--- src/rtl/instruction_fetch.sv ---
// Instruction fetch front end: owns the PC, issues one imem request per
// phase_fetch, and hands the fetched word plus its PCs to decode. Redirects
// may arrive at any time; an in-flight fetch they overtake is drained and
// dropped before refetching at the redirect target.
module instruction_fetch #(
  parameter int              XLEN         = 32,
  parameter logic [XLEN-1:0] RESET_VECTOR = '0,
  parameter logic [31:0]     NOP_INST     = 32'h0000_0013
) (
  input  logic            clk,
  input  logic            rst,
  input  logic            phase_fetch,
  input  logic            redirect_en,
  input  logic [XLEN-1:0] redirect_pc,
  output logic            imem_req,
  output logic [XLEN-1:0] imem_addr,
  input  logic            imem_ack,
  input  logic [31:0]     imem_rdata,
  output logic [31:0]     inst,
  output logic [XLEN-1:0] curr_pc_fd,
  output logic [XLEN-1:0] next_pc_fd,
  output logic            fetch_valid,
  output logic            stall_fetch,
  output logic            misaligned_fault
);

  localparam logic [XLEN-1:0] INST_BYTES = XLEN'(4);

  typedef enum logic [1:0] {IDLE, REQ, DISCARD} state_t;

  state_t          state, state_n;
  logic [XLEN-1:0] pc, pc_n;
  logic            pending_redirect, pending_n;
  logic [XLEN-1:0] pending_pc, pending_pc_n;
  logic            req_n, fv_n, fault_n;
  logic [XLEN-1:0] addr_n, curr_n, next_n;
  logic [31:0]     inst_n;
  logic [XLEN-1:0] fetch_addr, target;

  function automatic logic is_aligned(input logic [XLEN-1:0] a);
    return (a[1:0] == 2'b00);
  endfunction

  // A redirect seen in IDLE takes effect on this very fetch.
  assign fetch_addr = redirect_en ? redirect_pc : pc;
  // While draining, the newest redirect target wins, even in the ack cycle.
  assign target     = redirect_en ? redirect_pc : pending_pc;

  assign stall_fetch = (state != IDLE);

  // FSM state register.
  always_ff @(posedge clk or posedge rst) begin
    if (rst) state <= IDLE;
    else     state <= state_n;
  end

  // Next-state and next-output logic; pulse outputs default low.
  always_comb begin
    state_n      = state;
    pc_n         = pc;
    pending_n    = pending_redirect;
    pending_pc_n = pending_pc;
    req_n        = imem_req;
    addr_n       = imem_addr;
    inst_n       = inst;
    curr_n       = curr_pc_fd;
    next_n       = next_pc_fd;
    fv_n         = 1'b0;
    fault_n      = 1'b0;
    case (state)
      IDLE: begin
        if (redirect_en) pc_n = redirect_pc;
        if (phase_fetch) begin
          if (is_aligned(fetch_addr)) begin
            req_n   = 1'b1;
            addr_n  = fetch_addr;
            state_n = REQ;
          end else begin
            fault_n = 1'b1;
          end
        end
      end
      REQ: begin
        if (redirect_en) begin
          if (imem_ack) begin
            // Response for the overtaken fetch lands now: drop it and
            // retarget immediately without passing through DISCARD.
            pc_n      = redirect_pc;
            pending_n = 1'b0;
            if (is_aligned(redirect_pc)) begin
              addr_n = redirect_pc;
            end else begin
              req_n   = 1'b0;
              fault_n = 1'b1;
              state_n = IDLE;
            end
          end else begin
            pending_n    = 1'b1;
            pending_pc_n = redirect_pc;
            state_n      = DISCARD;
          end
        end else if (imem_ack) begin
          inst_n  = imem_rdata;
          curr_n  = imem_addr;
          next_n  = imem_addr + INST_BYTES;
          pc_n    = imem_addr + INST_BYTES;
          fv_n    = 1'b1;
          req_n   = 1'b0;
          state_n = IDLE;
        end
      end
      DISCARD: begin
        pending_pc_n = target;
        if (imem_ack) begin
          pending_n = 1'b0;
          pc_n      = target;
          if (is_aligned(target)) begin
            addr_n  = target;
            state_n = REQ;
          end else begin
            req_n   = 1'b0;
            fault_n = 1'b1;
            state_n = IDLE;
          end
        end
      end
      default: state_n = IDLE;
    endcase
  end

  // PC, redirect bookkeeping, memory request and decode-facing registers.
  always_ff @(posedge clk or posedge rst) begin
    if (rst) begin
      pc               <= RESET_VECTOR;
      pending_redirect <= 1'b0;
      pending_pc       <= '0;
      imem_req         <= 1'b0;
      imem_addr        <= '0;
      inst             <= NOP_INST;
      curr_pc_fd       <= RESET_VECTOR;
      next_pc_fd       <= RESET_VECTOR + INST_BYTES;
      fetch_valid      <= 1'b0;
      misaligned_fault <= 1'b0;
    end else begin
      pc               <= pc_n;
      pending_redirect <= pending_n;
      pending_pc       <= pending_pc_n;
      imem_req         <= req_n;
      imem_addr        <= addr_n;
      inst             <= inst_n;
      curr_pc_fd       <= curr_n;
      next_pc_fd       <= next_n;
      fetch_valid      <= fv_n;
      misaligned_fault <= fault_n;
    end
  end

endmodule

--- config.mk ---
export PLATFORM = sky130hd
export DESIGN_NAME = instruction_fetch
export DESIGN_NICKNAME = d
export VERILOG_FILES = /design/src/rtl/instruction_fetch.sv
export SDC_FILE = /design/constraint.sdc
export NUM_CORES = 1
export LEC_CHECK = 0
export CORE_MARGIN = 3
export CORE_UTILIZATION = 30
export DETAILED_ROUTE_END_ITERATION = 7
export MAX_ROUTING_LAYER = met4
export SLEW_MARGIN = 5
export SYNTH_ARGS = -nofsm -noshare
export SYNTH_HDL_FRONTEND = slang
export SYNTH_SLANG_ARGS = --single-unit
--- constraint.sdc ---
create_clock -name clk -period 13.07 [get_ports clk]
set_input_delay 2.614 -clock clk [delete_from_list [all_inputs] [get_ports clk]]
set_output_delay 2.614 -clock clk [all_outputs]
set_load 0.02 [all_outputs]
==> metrics.md, run 1 <==
| Metric | Value |
|---|---|
| Status | `finished, final reports clean` |
| Reg2Reg Setup Slack | `9.72 ns` |
| CP Capture Type | `register` |
| Vias per inst | `5.045` |
| CTS tree | `done` |
| Worst R2R Start | `state[0]` |
| Final setup violation count | `0` |
| WP data required | `13.42 ns` |
| Top delay family on crit path | `buffers and inverters` |
| Hold Path Depth | `2` |
| Fin crit period | `5.185 ns` |
| Clock tree buffer depth | `2` |
| Routed WL | `31730 um` |
| Fmax | `0.1928 GHz` |
| Core Box Area | `0.03278 sq mm` |
| Clock Sinks | `195` |
| Clock transition at path regs | `0.07 ns` |
| Hold Path Origin | `inst[0]` |
| Main synth FF type | `dfrtp_1` |
| CP Launch Type | `primary input` |
| Total I/O pin count | `201` |
| CP cell instances | `buf_4 -> buf_4 -> or3b_1 -> a21oi_2 -> o2111ai_4 -> buf_4 -> o31ai_2` |
| Commonest cells after routing, fill and taps aside | `nand2_1 (293), clkdlybuf4s50_1 (199), dfrtp_1 (191)` |
| Ys Warns | `0` |
| Number of global-route vias before repair | `8295` |
| Critical-path top delay cell | `buf_4` |
| Pin count of the biggest net entering global routing | `129` |
| Number of CTS-inserted buffers | `17` |
| Synth unique cells | `56` |
| Critical Path Most Common Cell | `buf_4` |
| Hold Buf Count CTS | `0` |
| DRC violations left | `0` |
| Fin crit share | `0.3967` |
| Input/output buffers | `200` |
| Max Cap Violations | `0` |
| Die X | `189.0 um` |
| Global Route Usage Sum | `0.1819` |
| Mapped Nets | `1166` |
| Initial antenna violation count | `3` |
| Most Crowded Layer GR | `met2` |
| Die footprint | `0.03571 sq mm` |
| Post-DR wirelength/cell | `18.73 um` |
| Hold Path End | `inst[0]` |
| Worst endpoint data arrival time | `5.53 ns` |
| Starting density of the core | `0.3063` |
| CP max FO | `78` |
| Post-synthesis cell area | `0.01004 sq mm` |
| Setup Skew | `0.01643 ns` |
| Clk Latency, worst-skew pair | `0.45 ns` |
| Met3 global-route usage | `0.04221` |
| Endpoints failing hold | `0` |
| Sum of negative setup slack | `0 ns` |
| 1st-pass router iterations | `5` |
| Syn Inst Count | `1092` |
| Syn avg cell area | `9.196 sq um` |
| Crit path buffers/inverters | `3` |
| Fin Hold WS | `0.4620 ns` |
| Congestion Overflow GR | `0` |
| Max incr delay on CP | `0.74 ns` |
| Vias | `8547` |
| Slew of the pin with the lowest slew margin | `1.252 ns` |
| Seq/Total Area, Yosys | `0.4864` |
| Power Dens Cells | `279.9 mW/mm^2` |
| GR Util met1 | `0.2511` |
| Most common cell after layout, fill and taps aside | `nand2_1` |
| Post-synth EDFFs | `0` |
| RSZ-0062 raised after global routing | `false` |
| Placer congestion estimate | `0.8071` |
| Met2 GRT Util | `0.2732` |
| Post-DRT Antenna Nets | `0` |
| Post-DP HPWL | `21890 um` |
| Area Growth Syn to Fin | `28.98%` |
| Leak | `5.415 nW` |
| CTS resizes | `0` |
| Worst VDD drop | `0.1532 mV` |
| Global-route wire length before repair | `49740 um` |
| Root Buffer | `clkbuf_16` |
| Clock H-tree levels | `4` |
| Synth Register Bits | `195` |
| Initial DRC Count | `820` |
| Ys async rst share | `1.000` |
| Max-slew headroom | `0.1597` |
| Ratio of cells with drive above 1 in the final layout | `0.1114` |
| Kind of critical path | `primary input to register` |
| RR Endpoint | `pc[15]` |
| Reg2reg path depth | `9` |
| Setup Buffers After CTS | `0` |
| Final Max Tran Viols | `0` |
| FP Rows | `66` |
| Nets | `1309` |
| Die height | `189.0 um` |
| Worst min-delay path category | `register to register` |
metal layers:
layer  vias to the layer above  wire length (um)
met5                         -                 0
met4                         0               354
met3                        29              1976
met2                       293             14170
met1                      4105             15230
li1                       4120                 -
flip-flops by register name, indices dropped and copies added, names as in the netlist:
| name | count |
|---|---|
| curr_pc_fd | 32 |
| fetch_valid | 1 |
| imem_addr | 32 |
| imem_req | 1 |
| inst | 32 |
| misaligned_fault | 1 |
| next_pc_fd | 30 |
| pc | 32 |
| pending_pc | 32 |
| state | 2 |
cells by family after synthesis:
group | synth area share
compound gates | 0.1814
xor+xnor | 0.02093
fa+ha+maj | 0.006230
buf+inv | 0.04660
flops | 0.4864
mux | 0.07488
simple gates | 0.1835
per-stage QoR:
step | total power, W | setup slack, ns | cells | area (sq um) | utilization
after global routing | 0.003881 | 7.722 | 1693 | 12950 | 0.3950
after CTS | 0.003653 | 7.966 | 1690 | 12940 | 0.3948
final | 0.003625 | 7.885 | 1694 | 12950 | 0.3951
after detailed placement | 0.003087 | 7.488 | 1658 | 12320 | 0.3759
after floorplan | 0.002331 | 5.150 | 1092 | 10040 | -
after global placement | 0.003051 | 7.562 | 1658 | 12320 | 0.3759
Yosys cell counts (8+ instances only):
master,number,area share
a211oi_1,23,0.017
a21oi_1,21,0.010
a221oi_1,23,0.020
a31oi_1,12,0.0075
a32oi_1,13,0.011
buf_1,11,0.0041
buf_2,19,0.0095
clkbuf_1,50,0.019
dfrtp_1,191,0.48
inv_1,22,0.0082
mux2_2,65,0.073
nand2_1,294,0.11
nand3_1,20,0.010
nand4_1,13,0.0081
nor2_1,48,0.018
nor2b_1,24,0.015
nor4_1,8,0.0050
o21ai_0,89,0.044
o22a_1,8,0.0070
o22ai_1,18,0.011
o31ai_2,17,0.021
xnor2_1,15,0.013
xor2_1,9,0.0078
power by group:
part	internal (W)	switching, W
logic	0.000798	0.00112
clock network	0.000293	0.000260
registers	0.000900	0.000250
worst max-delay path by stage:
stage	startpoint	endpoint	slack, ns	depth (start not counted)
final	redirect_en	imem_addr[20]	7.88	7
after global routing	redirect_en	imem_addr[23]	7.72	7
after CTS	redirect_en	imem_addr[20]	7.97	7
after detailed placement	redirect_en	imem_addr[20]	7.49	7
after global placement	redirect_en	imem_addr[28]	7.56	7
after floorplan	rst	curr_pc_fd[0]	5.15	1
worst min-delay path, stage by stage (launching register included):
cell and delay [ns]:
dfstp_2 0.37, nand2_1 0.04, nand2_1 0.05
layout make-up:
class | instances | area, sq um
sequential | 195 | 4885
timing repair buffer | 211 | 2082
antenna | 4 | 10.01
inverter | 23 | 93.84
fill | 3333 | 19830
tap | 442 | 553.0
multi-input combinational | 787 | 4710
clock inverter | 15 | 193.9
clock buffer | 17 | 425.4
No activity file was read; power rests on OpenSTA's default activity.
==> run 2, diff against run 1 <==
==> constraint.sdc (replaced) <==
create_clock -name clk -period 4.6 [get_ports clk]
set_input_delay 0.92 -clock clk [delete_from_list [all_inputs] [get_ports clk]]
set_output_delay 0.92 -clock clk [all_outputs]
set_load 0.02 [all_outputs]
==> run 2 against run 1 <==
Net effect: sequential share of layout area is 0.058 points lower; cell count is 0.47% higher; sequential power grew to 2.8 times the previous value; critical path type is now register to register; critical endpoint is now imem_addr[25].
==> metrics.md, run 2 (synthesis gave the netlist of run 1 again) <==
| Metric | Value |
|---|---|
| Status | `finished, final reports clean` |
| Fmax | `0.3310 GHz` |
| Cell Area, Placed | `0.01240 sq mm` |
| Commonest cells after routing, fill and taps aside | `nand2_1 (293), clkdlybuf4s50_1 (199), dfrtp_1 (191)` |
| 1st-pass router iterations | `5` |
| Initial antenna violation count | `5` |
| Global Route Usage Sum | `0.1816` |
| Gate power share | `0.539` |
| Global-route wire length before repair | `49730 um` |
| Hold Path Depth | `2` |
| Critical-path top delay cell | `ha_1` |
| Worst min-delay path category | `register to register` |
| CTS tree | `done` |
| Power Dens Cells | `786.8 mW/mm^2` |
| Hold Path End | `inst[0]` |
| Sequential power share | `0.320` |
| Min setup slack post-route | `1.579 ns` |
| Clock Sinks | `195` |
| Clock H-tree levels | `4` |
| Routed WL | `31900 um` |
| Die footprint | `0.03571 sq mm` |
| Internal power | `0.005591 W` |
| Nets | `1316` |
| Worst VDD drop | `0.4248 mV` |
| NetSw | `0.004616 W` |
| Reg2reg path depth | `6` |
| Initial DRC Count | `652` |
| Ratio of cells with drive above 1 in the final layout | `0.1163` |
| CP cell instances | `inv_1 -> ha_1 -> buf_4 -> mux2_2 -> a222oi_1 -> o21ai_0` |
| Hold Buf Count CTS | `0` |
| Worst setup startpoint | `state[0]` |
| Core Box Area | `0.03278 sq mm` |
| Fin crit share | `0.6568` |
| Sw Ratio | `0.4522` |
| Number of global-route vias before repair | `8329` |
| Die X | `189.0 um` |
| Pin count of the biggest net entering global routing | `78` |
| Post-DRT Antenna Nets | `0` |
| Dpl ws | `1.318 ns` |
| Kind of critical path | `register to register` |
| Post-DP HPWL | `22400 um` |
| DRC violations left | `0` |
| Total I/O pin count | `201` |
| Clk Latency, worst-skew pair | `0.44 ns` |
| Sum of negative setup slack | `0 ns` |
| Max incr delay on CP | `0.89 ns` |
| Setup Skew | `0.01221 ns` |
| Starting density of the core | `0.3063` |
| Clock transition at path regs | `0.08 ns` |
| CP max FO | `31` |
| CP Capture Type | `register` |
| Input/output buffers | `200` |
| RR Endpoint | `imem_addr[25]` |
| Endpoints failing hold | `0` |
| Placed cells | `1665` |
| Clock power frac | `0.140` |
| Final Max Tran Viols | `0` |
| Vias | `8703` |
| Slew of the pin with the lowest slew margin | `1.016 ns` |
| Congestion Overflow GR | `0` |
| Number of CTS-inserted buffers | `17` |
| Fin area | `0.01297 sq mm` |
| Post-DR wirelength/cell | `18.74 um` |
| Fin crit period | `3.021 ns` |
| Worst R2R Start | `state[0]` |
| Most common cell after layout, fill and taps aside | `nand2_1` |
| CP Launch Type | `register` |
| Worst endpoint data arrival time | `3.32 ns` |
| WP data required | `4.89 ns` |
| Vias per inst | `5.113` |
| Non-Filler Instances | `1702` |
| Die height | `189.0 um` |
| CTS resizes | `0` |
| RSZ-0062 raised after global routing | `false` |
| Clock tree buffer depth | `2` |
| Max-slew headroom | `0.3183` |
| Reg2Reg Setup Slack | `1.58 ns` |
| FP Rows | `66` |
| Leak | `5.428 nW` |
| Hold Path Origin | `inst[0]` |
| Max Cap Violations | `0` |
| Area Growth Syn to Fin | `29.18%` |
| Root Buffer | `clkbuf_16` |
| Final setup violation count | `0` |
| Placer congestion estimate | `0.8303` |
| Setup Buffers After CTS | `0` |
[run 2: changes by cell type in the layout (fill, tap and decap cells not counted), moves of 2 or more]
cell	delta
bufinv_16	-2
buf_4	+5
inv_8	-4
buf_12	+2
clkinv_4	+3
[run 2: critical path: cells and delay by family (launching register included)]
family                   cells  cell delay (ns)
adder cells (fa/ha/maj)      1             0.89
AO/OA/AOI/OAI                2             0.61
buffers and inverters        2             0.59
flip-flops                   1             0.40
multiplexers                 1             0.38
[run 2: stage by stage]
step	power, W	hold slack [ns]	utilization
3_3_place_gp	0.008724	0.4503	0.3781
4_1_cts	0.01028	0.4672	0.3953
2_1_floorplan	0.006623	0.4460	-
3_5_place_dp	0.008827	0.4565	0.3781
6_report	0.01021	0.4629	0.3957
5_1_grt	0.01091	0.4823	0.3957
[run 2: layout make-up]
type,count,area [sq um]
Fill cell,3313,19810
Sequential cell,195,4885
Multi-Input combinational cell,787,4710
Timing Repair Buffer,218,2160
Tap cell,442,553.0
Clock buffer,18,439.2
Clock inverter,14,123.9
Inverter,23,90.09
Antenna cell,5,12.51
[run 2: worst max-delay path by stage]
| stage | end | slack (ns) |
|---|---|---|
| after floorplan | curr_pc_fd[0] | 1.16 |
| after global placement | pc[12] | 1.36 |
| after detailed placement | pc[12] | 1.32 |
| after CTS | imem_addr[25] | 1.63 |
| after global routing | imem_addr[25] | 1.45 |
| final | imem_addr[25] | 1.58 |
[run 2: power by group through the flow]
| stage | registers, W | clock network (W) | logic [W] |
|---|---|---|---|
| after CTS | 0.00327 | 0.00147 | 0.00554 |
| after floorplan | 0.00367 | 0 | 0.00295 |
| after detailed placement | 0.00330 | 0 | 0.00552 |
| after global placement | 0.00327 | 0 | 0.00545 |
| after global routing | 0.00339 | 0.00154 | 0.00598 |
| final | 0.00327 | 0.00143 | 0.00551 |
[run 2: metal layers]
| layer | global-route usage | part of all wire |
|---|---|---|
| met1 | 0.2491 | 0.46 |
| met2 | 0.2731 | 0.45 |
| met3 | 0.03777 | 0.071 |
| met4 | 0.05099 | 0.018 |
| met5 | - | 0 |
